[src/rtl/fix_session_pkg.sv]
// fix_session_pkg: shared state, rx result and event encodings for the FIX session tracker.
package fix_session_pkg;
    typedef enum logic [1:0] {IDLE, ACTIVE, TESTREQ_SENT} state_t;
    typedef enum logic [2:0] {OK, GAP, DUP, LOW, NOT_ACTIVE} rx_code_t;
    typedef enum logic [1:0] {NONE, HEARTBEAT, TESTREQ, TIMEOUT} evt_t;
endpackage

[src/rtl/fix_event_arbiter.sv]
// fix_event_arbiter: round-robin over hosts, TIMEOUT > TESTREQ > HEARTBEAT within a host, valid/ready output register.
module fix_event_arbiter
    import fix_session_pkg::*;
#(
    parameter int HOST_ADDR_WIDTH = 2
) (
    input  logic                                  clk,
    input  logic                                  rst,
    input  logic [2**HOST_ADDR_WIDTH-1:0][2:0]    pend,
    input  logic                                  ready,
    output logic                                  valid,
    output logic [HOST_ADDR_WIDTH-1:0]            host,
    output logic [1:0]                            kind
);
    localparam int N_HOST = 2 ** HOST_ADDR_WIDTH;
    logic [HOST_ADDR_WIDTH-1:0] ptr, h, gnt_host;
    logic found, held;
    evt_t gnt_kind;
    always_comb begin
        found = 1'b0;
        gnt_host = ptr;
        gnt_kind = NONE;
        h = ptr;
        for (int k = 0; k < N_HOST; k++) begin
            h = ptr + HOST_ADDR_WIDTH'(k);
            if (!found && |pend[h]) begin
                found = 1'b1;
                gnt_host = h;
                gnt_kind = pend[h][2] ? TIMEOUT : pend[h][1] ? TESTREQ : HEARTBEAT;
            end
        end
        held = kind == TIMEOUT ? pend[host][2] : kind == TESTREQ ? pend[host][1] : pend[host][0];
    end
    // a presented event whose flag vanished (host closed/reopened) is withdrawn
    always_ff @(posedge clk or posedge rst) begin
        if (rst) begin
            valid <= 1'b0;
            host <= '0;
            kind <= '0;
            ptr <= '0;
        end else if (!valid || ready) begin
            valid <= found;
            if (found) begin
                host <= gnt_host;
                kind <= gnt_kind;
                ptr <= gnt_host + 1'b1;
            end
        end else if (!held) begin
            valid <= 1'b0;
        end
    end
endmodule

[src/rtl/fix_session_tracker.sv]
// fix_session_tracker: per-host FIX session state, MsgSeqNum tracking and heartbeat/test-request timers.
module fix_session_tracker
    import fix_session_pkg::*;
#(
    parameter int HOST_ADDR_WIDTH = 2,
    parameter int SEQ_WIDTH = 16,
    parameter int HB_WIDTH = 8
) (
    input  logic                       clk,
    input  logic                       rst,
    input  logic                       tick_i,
    input  logic [HB_WIDTH-1:0]        hb_interval_i,
    input  logic                       open_i,
    input  logic [HOST_ADDR_WIDTH-1:0] open_host_i,
    input  logic                       close_i,
    input  logic [HOST_ADDR_WIDTH-1:0] close_host_i,
    input  logic                       rx_valid_i,
    input  logic [HOST_ADDR_WIDTH-1:0] rx_host_i,
    input  logic [SEQ_WIDTH-1:0]       rx_seq_i,
    input  logic                       rx_posdup_i,
    input  logic                       rx_gapfill_i,
    output logic                       rx_done_o,
    output logic [2:0]                 rx_code_o,
    output logic [SEQ_WIDTH-1:0]       rx_expected_o,
    input  logic                       tx_req_i,
    input  logic [HOST_ADDR_WIDTH-1:0] tx_host_i,
    output logic                       tx_ack_o,
    output logic [SEQ_WIDTH-1:0]       tx_seq_o,
    output logic                       evt_valid_o,
    output logic [HOST_ADDR_WIDTH-1:0] evt_host_o,
    output logic [1:0]                 evt_type_o,
    input  logic                       evt_ready_i
);
    localparam int N_HOST = 2 ** HOST_ADDR_WIDTH;
    state_t st_q [N_HOST];
    state_t st_d [N_HOST];
    logic [SEQ_WIDTH-1:0] exp_q [N_HOST];
    logic [SEQ_WIDTH-1:0] exp_d [N_HOST];
    logic [SEQ_WIDTH-1:0] ntx_q [N_HOST];
    logic [SEQ_WIDTH-1:0] ntx_d [N_HOST];
    logic [HB_WIDTH-1:0] rxi_q [N_HOST];
    logic [HB_WIDTH-1:0] rxi_d [N_HOST];
    logic [HB_WIDTH-1:0] txi_q [N_HOST];
    logic [HB_WIDTH-1:0] txi_d [N_HOST];
    logic [N_HOST-1:0][2:0] pend_q, pend_d;
    logic rx_blk, rx_upd, tx_ok;
    rx_code_t rx_code;
    logic [SEQ_WIDTH-1:0] rx_exp, rx_new, tx_seq;

    function automatic logic [SEQ_WIDTH-1:0] seq_inc(input logic [SEQ_WIDTH-1:0] s);
        return (&s) ? SEQ_WIDTH'(1) : s + SEQ_WIDTH'(1);
    endfunction

    function automatic logic [HB_WIDTH-1:0] sat_inc(input logic [HB_WIDTH-1:0] t);
        return (&t) ? t : t + HB_WIDTH'(1);
    endfunction

    // open/close on the addressed host pre-empt the rx check and tx grant
    always_comb begin
        rx_exp = exp_q[rx_host_i];
        rx_blk = (open_i && open_host_i == rx_host_i) || (close_i && close_host_i == rx_host_i)
                 || st_q[rx_host_i] == IDLE;
        rx_new = rx_exp;
        rx_upd = 1'b0;
        if (rx_blk) begin
            rx_code = NOT_ACTIVE;
        end else if (rx_gapfill_i) begin
            rx_upd = rx_seq_i >= rx_exp;
            rx_code = rx_upd ? OK : LOW;
            rx_new = rx_seq_i;
        end else if (rx_seq_i == rx_exp) begin
            rx_code = OK;
            rx_upd = 1'b1;
            rx_new = seq_inc(rx_exp);
        end else begin
            rx_code = rx_seq_i > rx_exp ? GAP : rx_posdup_i ? DUP : LOW;
        end
        tx_ok = !(open_i && open_host_i == tx_host_i) && !(close_i && close_host_i == tx_host_i)
                && st_q[tx_host_i] == ACTIVE;
        tx_seq = tx_ok ? ntx_q[tx_host_i] : '0;
    end

    always_comb begin
        pend_d = pend_q;
        if (evt_valid_o && evt_ready_i)
            pend_d[evt_host_o][evt_type_o - 2'd1] = 1'b0;
        for (int h = 0; h < N_HOST; h++) begin
            logic op, cl, rxh, txh, run;
            logic [HB_WIDTH-1:0] ri, ti;
            op = open_i && open_host_i == HOST_ADDR_WIDTH'(h);
            cl = close_i && close_host_i == HOST_ADDR_WIDTH'(h);
            rxh = rx_valid_i && rx_host_i == HOST_ADDR_WIDTH'(h) && !rx_blk;
            txh = tx_req_i && tx_host_i == HOST_ADDR_WIDTH'(h) && tx_ok;
            run = tick_i && hb_interval_i != '0 && st_q[h] != IDLE;
            ri = sat_inc(rxi_q[h]);
            ti = sat_inc(txi_q[h]);
            st_d[h] = st_q[h];
            exp_d[h] = exp_q[h];
            ntx_d[h] = ntx_q[h];
            rxi_d[h] = rxi_q[h];
            txi_d[h] = txi_q[h];
            if (rxh) begin
                rxi_d[h] = '0;
                st_d[h] = ACTIVE;
                if (rx_upd) exp_d[h] = rx_new;
            end else if (run) begin
                rxi_d[h] = ri;
                if (ri >= hb_interval_i) begin
                    rxi_d[h] = '0;
                    st_d[h] = st_q[h] == ACTIVE ? TESTREQ_SENT : IDLE;
                    pend_d[h][st_q[h] == ACTIVE ? 1 : 2] = 1'b1;
                end
            end
            if (txh) begin
                txi_d[h] = '0;
                ntx_d[h] = seq_inc(ntx_q[h]);
            end else if (run) begin
                txi_d[h] = ti;
                if (ti >= hb_interval_i) begin
                    txi_d[h] = '0;
                    pend_d[h][0] = 1'b1;
                end
            end
            if (op || cl) pend_d[h] = '0;
            if (cl) begin
                st_d[h] = IDLE;
            end else if (op) begin
                st_d[h] = ACTIVE;
                exp_d[h] = SEQ_WIDTH'(1);
                ntx_d[h] = SEQ_WIDTH'(1);
                rxi_d[h] = '0;
                txi_d[h] = '0;
            end
        end
    end

    always_ff @(posedge clk or posedge rst) begin
        if (rst) begin
            for (int h = 0; h < N_HOST; h++) begin
                st_q[h] <= IDLE;
                exp_q[h] <= '0;
                ntx_q[h] <= '0;
                rxi_q[h] <= '0;
                txi_q[h] <= '0;
            end
            pend_q <= '0;
            rx_done_o <= 1'b0;
            rx_code_o <= '0;
            rx_expected_o <= '0;
            tx_ack_o <= 1'b0;
            tx_seq_o <= '0;
        end else begin
            st_q <= st_d;
            exp_q <= exp_d;
            ntx_q <= ntx_d;
            rxi_q <= rxi_d;
            txi_q <= txi_d;
            pend_q <= pend_d;
            rx_done_o <= rx_valid_i;
            tx_ack_o <= tx_req_i;
            if (rx_valid_i) begin
                rx_code_o <= rx_code;
                rx_expected_o <= rx_exp;
            end
            if (tx_req_i) tx_seq_o <= tx_seq;
        end
    end

    fix_event_arbiter #(.HOST_ADDR_WIDTH(HOST_ADDR_WIDTH)) u_arb (
        .clk(clk),
        .rst(rst),
        .pend(pend_d),
        .ready(evt_ready_i),
        .valid(evt_valid_o),
        .host(evt_host_o),
        .kind(evt_type_o)
    );
endmodule

[config.mk]
export PLATFORM = sky130hd
export DESIGN_NAME = fix_session_tracker
export DESIGN_NICKNAME = d
export VERILOG_FILES = /design/src/rtl/fix_session_pkg.sv /design/src/rtl/fix_event_arbiter.sv /design/src/rtl/fix_session_tracker.sv
export SDC_FILE = /design/constraint.sdc
export NUM_CORES = 1
export LEC_CHECK = 0
export CAP_MARGIN = 20
export CORE_UTILIZATION = 45
export DETAILED_ROUTE_END_ITERATION = 10
export PLACE_DENSITY = 0.67
export REMOVE_ABC_BUFFERS = 1
export SLEW_MARGIN = 20
export SYNTH_ARGS = -nofsm -noshare
export SYNTH_HDL_FRONTEND = slang
export SYNTH_SLANG_ARGS = --single-unit
export TNS_END_PERCENT = 1
[constraint.sdc]
create_clock -name clk -period 11.5 [get_ports clk]
set_input_delay 2.3 -clock clk [delete_from_list [all_inputs] [get_ports clk]]
set_output_delay 2.3 -clock clk [all_outputs]
set_load 0.02 [all_outputs]
==> metrics.csv <==
metric,value,unit
first-pass GRT wire length,73100,um
Tot Pwr,3.00,mW
via density per instance,5.95,
drt first pass iters,5,
Final Util,0.528,
sequential element share of the synthesized area,0.387,
CP bufs+invs,2,
clock power share,0.348,
power share of the combinational group,0.286,
cell family with most CP delay,simple AND/OR/NAND/NOR gates,
cell count of the worst reg-to-reg path,15,
share of layout cells above drive strength 1,0.0812,
Clock Sinks,256,
status,finished clean,
Reg2Reg Launch Point,txi_q[8],
"EDFF count, synth",0,
Fillers,3181,
H-Tree Depth,1,
Synth Warn #,0,
Post-Synthesis Cells,1796,
most used flip-flop cell after synthesis,dfrtp_1,
P_sw,1.01,mW
Total Wirelength,45400,um
largest net degree at the start of global routing,130,
Synth cell types,76,
Crit. Startpoint,rx_host_i[0],
RSZ-0062 raised after global routing,no,
diode count,0,
GRT Residual Overflow,0,
Max Slew Vio Count,0,
core area,35800,um^2
IO Port Bufs,83,
"Avg Cell Area, Syn",9.21,um^2
critical path arrival,6.95,ns
"commonest non-fill, non-tap cell in the layout",dfrtp_1,
Synth async-reset ratio,1.00,
Fmax achieved,154,MHz
flop2flop setup slack,6.50,ns
number of global-route vias before repair,13799,
"CTS clk-pin slew, worst paths",0.06,ns
# setup viols final,0,
"slowest stage cell, crit path",o31ai_2,
Worst setup SP type,primary input,
maximum vdd drop,0.146,mV
Bufs on Longest Clock Path,3,
number of buffers created by CTS,29,
most frequent cells in the layout,"dfrtp_1, nand2_1, nor2_1, ha_1, nand3_1",
chip height,194,um
dpl hpwl,32100,um
post-cts resize count,0,
Post-DRT Antenna Nets,0,
TritonCTS clock tree,yes,
Post-CTS Setup Repair Bufs,0,
DRC violations left,0,
Total Die Area,37500,um^2
num rows,69,
CP Cell Sequence,clkdlybuf4s50_1 -> buf_4 -> mux4_2 -> ha_1 -> nand4_1 -> nor3_1 -> nand3_1 -> or4b_1 -> or2_2 -> o31ai_2 -> o221ai_1 -> mux2i_1,
Max Cap Viol,0,
Hold Path Sink,tx_seq_o[6],
Layout Skew,0.00686,ns
setup TNS,0,ns
insertion delay to the later sink of the worst-skew pair,0.57,ns
RD Place Congestion,0.942,
wire per inst,19.4,um
element type at the critical path end,flop,
Hold Fails Final Rpt,0,
crit path max fanout,24,
crit share post-route,0.563,
synthesized area,16500,um^2
starting density of the core,0.462,
Hold Crit Start,tx_seq_o[6],
max incr delay on CP,0.81,ns
Nets,1998,
critical path type,primary input to flop,
gr usage total,0.241,
initial DRC count,958,
Slew Limit Headroom,0.248,
hold buffers post-CTS,0,
antenna violations before repair,0,
Hold Path Class,flop to flop,
internal cell power,1.99,mW
via count,13964,
die width,194,um
Period minus WS final,6.48,ns
Reg-to-Reg End,u_arb.kind[1],
switching part of the total power,0.336,
io pins,84,
root buf cell,clkbuf_16,
LEAKAGE,8.78,nW
actual slew at the worst max-slew pin,1.13,ns
synthesis-to-finish area growth,14.4,%
Seq pwr share,0.367,
pwr dens,158,nW/um^2
WP data required,11.98,ns
Hold Crit Depth,1,
flop and latch count out of synthesis,256,
[worst max-delay path by stage]
| stage | to | slack, ns | depth (start not counted) |
|---|---|---|---|
| global placement | exp_q[61] | 4.36 | 13 |
| detailed placement | exp_q[57] | 4.24 | 13 |
| CTS | exp_q[32] | 4.80 | 12 |
| global route | exp_q[32] | 4.72 | 13 |
| floorplan | exp_q[0] | 2.16 | 1 |
| finish | exp_q[32] | 5.02 | 12 |
[layout make-up]
class	instances	area, um^2	area share
Timing Repair Buffer	99	958	0.0507
Inverter	72	278	0.0147
Clock inverter	18	279	0.0148
Tap cell	461	577	0.0305
Clock buffer	34	795	0.0420
Multi-Input combinational cell	1405	9620	0.509
Sequential cell	256	6410	0.339
[layer usage]
metal / wire (um) / vias up / track usage / part of all wire
met5: 0 / - / 0 / 0
met4: 1390 / 0 / 0.0839 / 0.031
met3: 2870 / 90 / 0.0400 / 0.063
met2: 20500 / 446 / 0.379 / 0.45
met1: 20700 / 6844 / 0.337 / 0.46
li1: - / 6584 / - / -
[logic make-up after synthesis]
family,Yosys count,synth area share
buffers and inverters,135,0.0316
XOR/XNOR,118,0.0625
AO/OA/AOI/OAI,340,0.139
flip-flops,256,0.387
multiplexers,125,0.104
adder cells (fa/ha/maj),93,0.0704
AND/OR/NAND/NOR,729,0.205
[cells in the mapped netlist (all sizes together) (46+ instances only)]
cell type | instances | share of area
a21oi | 81 | 0.025
clkbuf | 50 | 0.011
dfrtp | 256 | 0.39
ha | 93 | 0.070
inv | 71 | 0.016
mux2i | 66 | 0.040
nand2 | 225 | 0.051
nand3 | 84 | 0.025
nor2 | 217 | 0.049
o21ai | 74 | 0.023
xnor2 | 72 | 0.038
xor2 | 46 | 0.024
[through the flow]
| step | std cells | cell area, um^2 | hold WS [ns] | worst slack (ns) |
|---|---|---|---|---|
| after global placement | 2293 | 17800 | 0.467 | 4.36 |
| after detailed placement | 2293 | 17800 | 0.472 | 4.24 |
| final | 2345 | 18900 | 0.482 | 5.02 |
| after floorplan | 1733 | 16300 | 0.496 | 2.16 |
| after global routing | 2345 | 18900 | 0.501 | 4.72 |
| after CTS | 2345 | 18900 | 0.490 | 4.80 |
[power groups by stage]
stage          Clock (mW)  Combinational [mW]  Sequential, mW
6_report             1.04               0.856            1.10
5_1_grt              1.09               0.944            1.11
4_1_cts              1.06               0.849            1.09
3_5_place_dp            0               0.843            1.11
3_3_place_gp            0               0.827            1.11
2_1_floorplan           0               0.588            1.09
[flip-flops by register name (all words and copies together), names as in the netlist]
| signal | count |
|---|---|
| tx_seq_o | 16 |
| rx_code_o | 3 |
| st_q | 8 |
| exp_q | 64 |
| txi_q | 32 |
| u_arb.host | 2 |
| tx_ack_o | 1 |
| rxi_q | 32 |
| pend_q | 12 |
| rx_done_o | 1 |
| u_arb.valid | 1 |
| u_arb.kind | 2 |
| rx_expected_o | 16 |
| u_arb.ptr | 2 |
| ntx_q | 64 |
No activity file was read; power rests on OpenSTA's default activity.
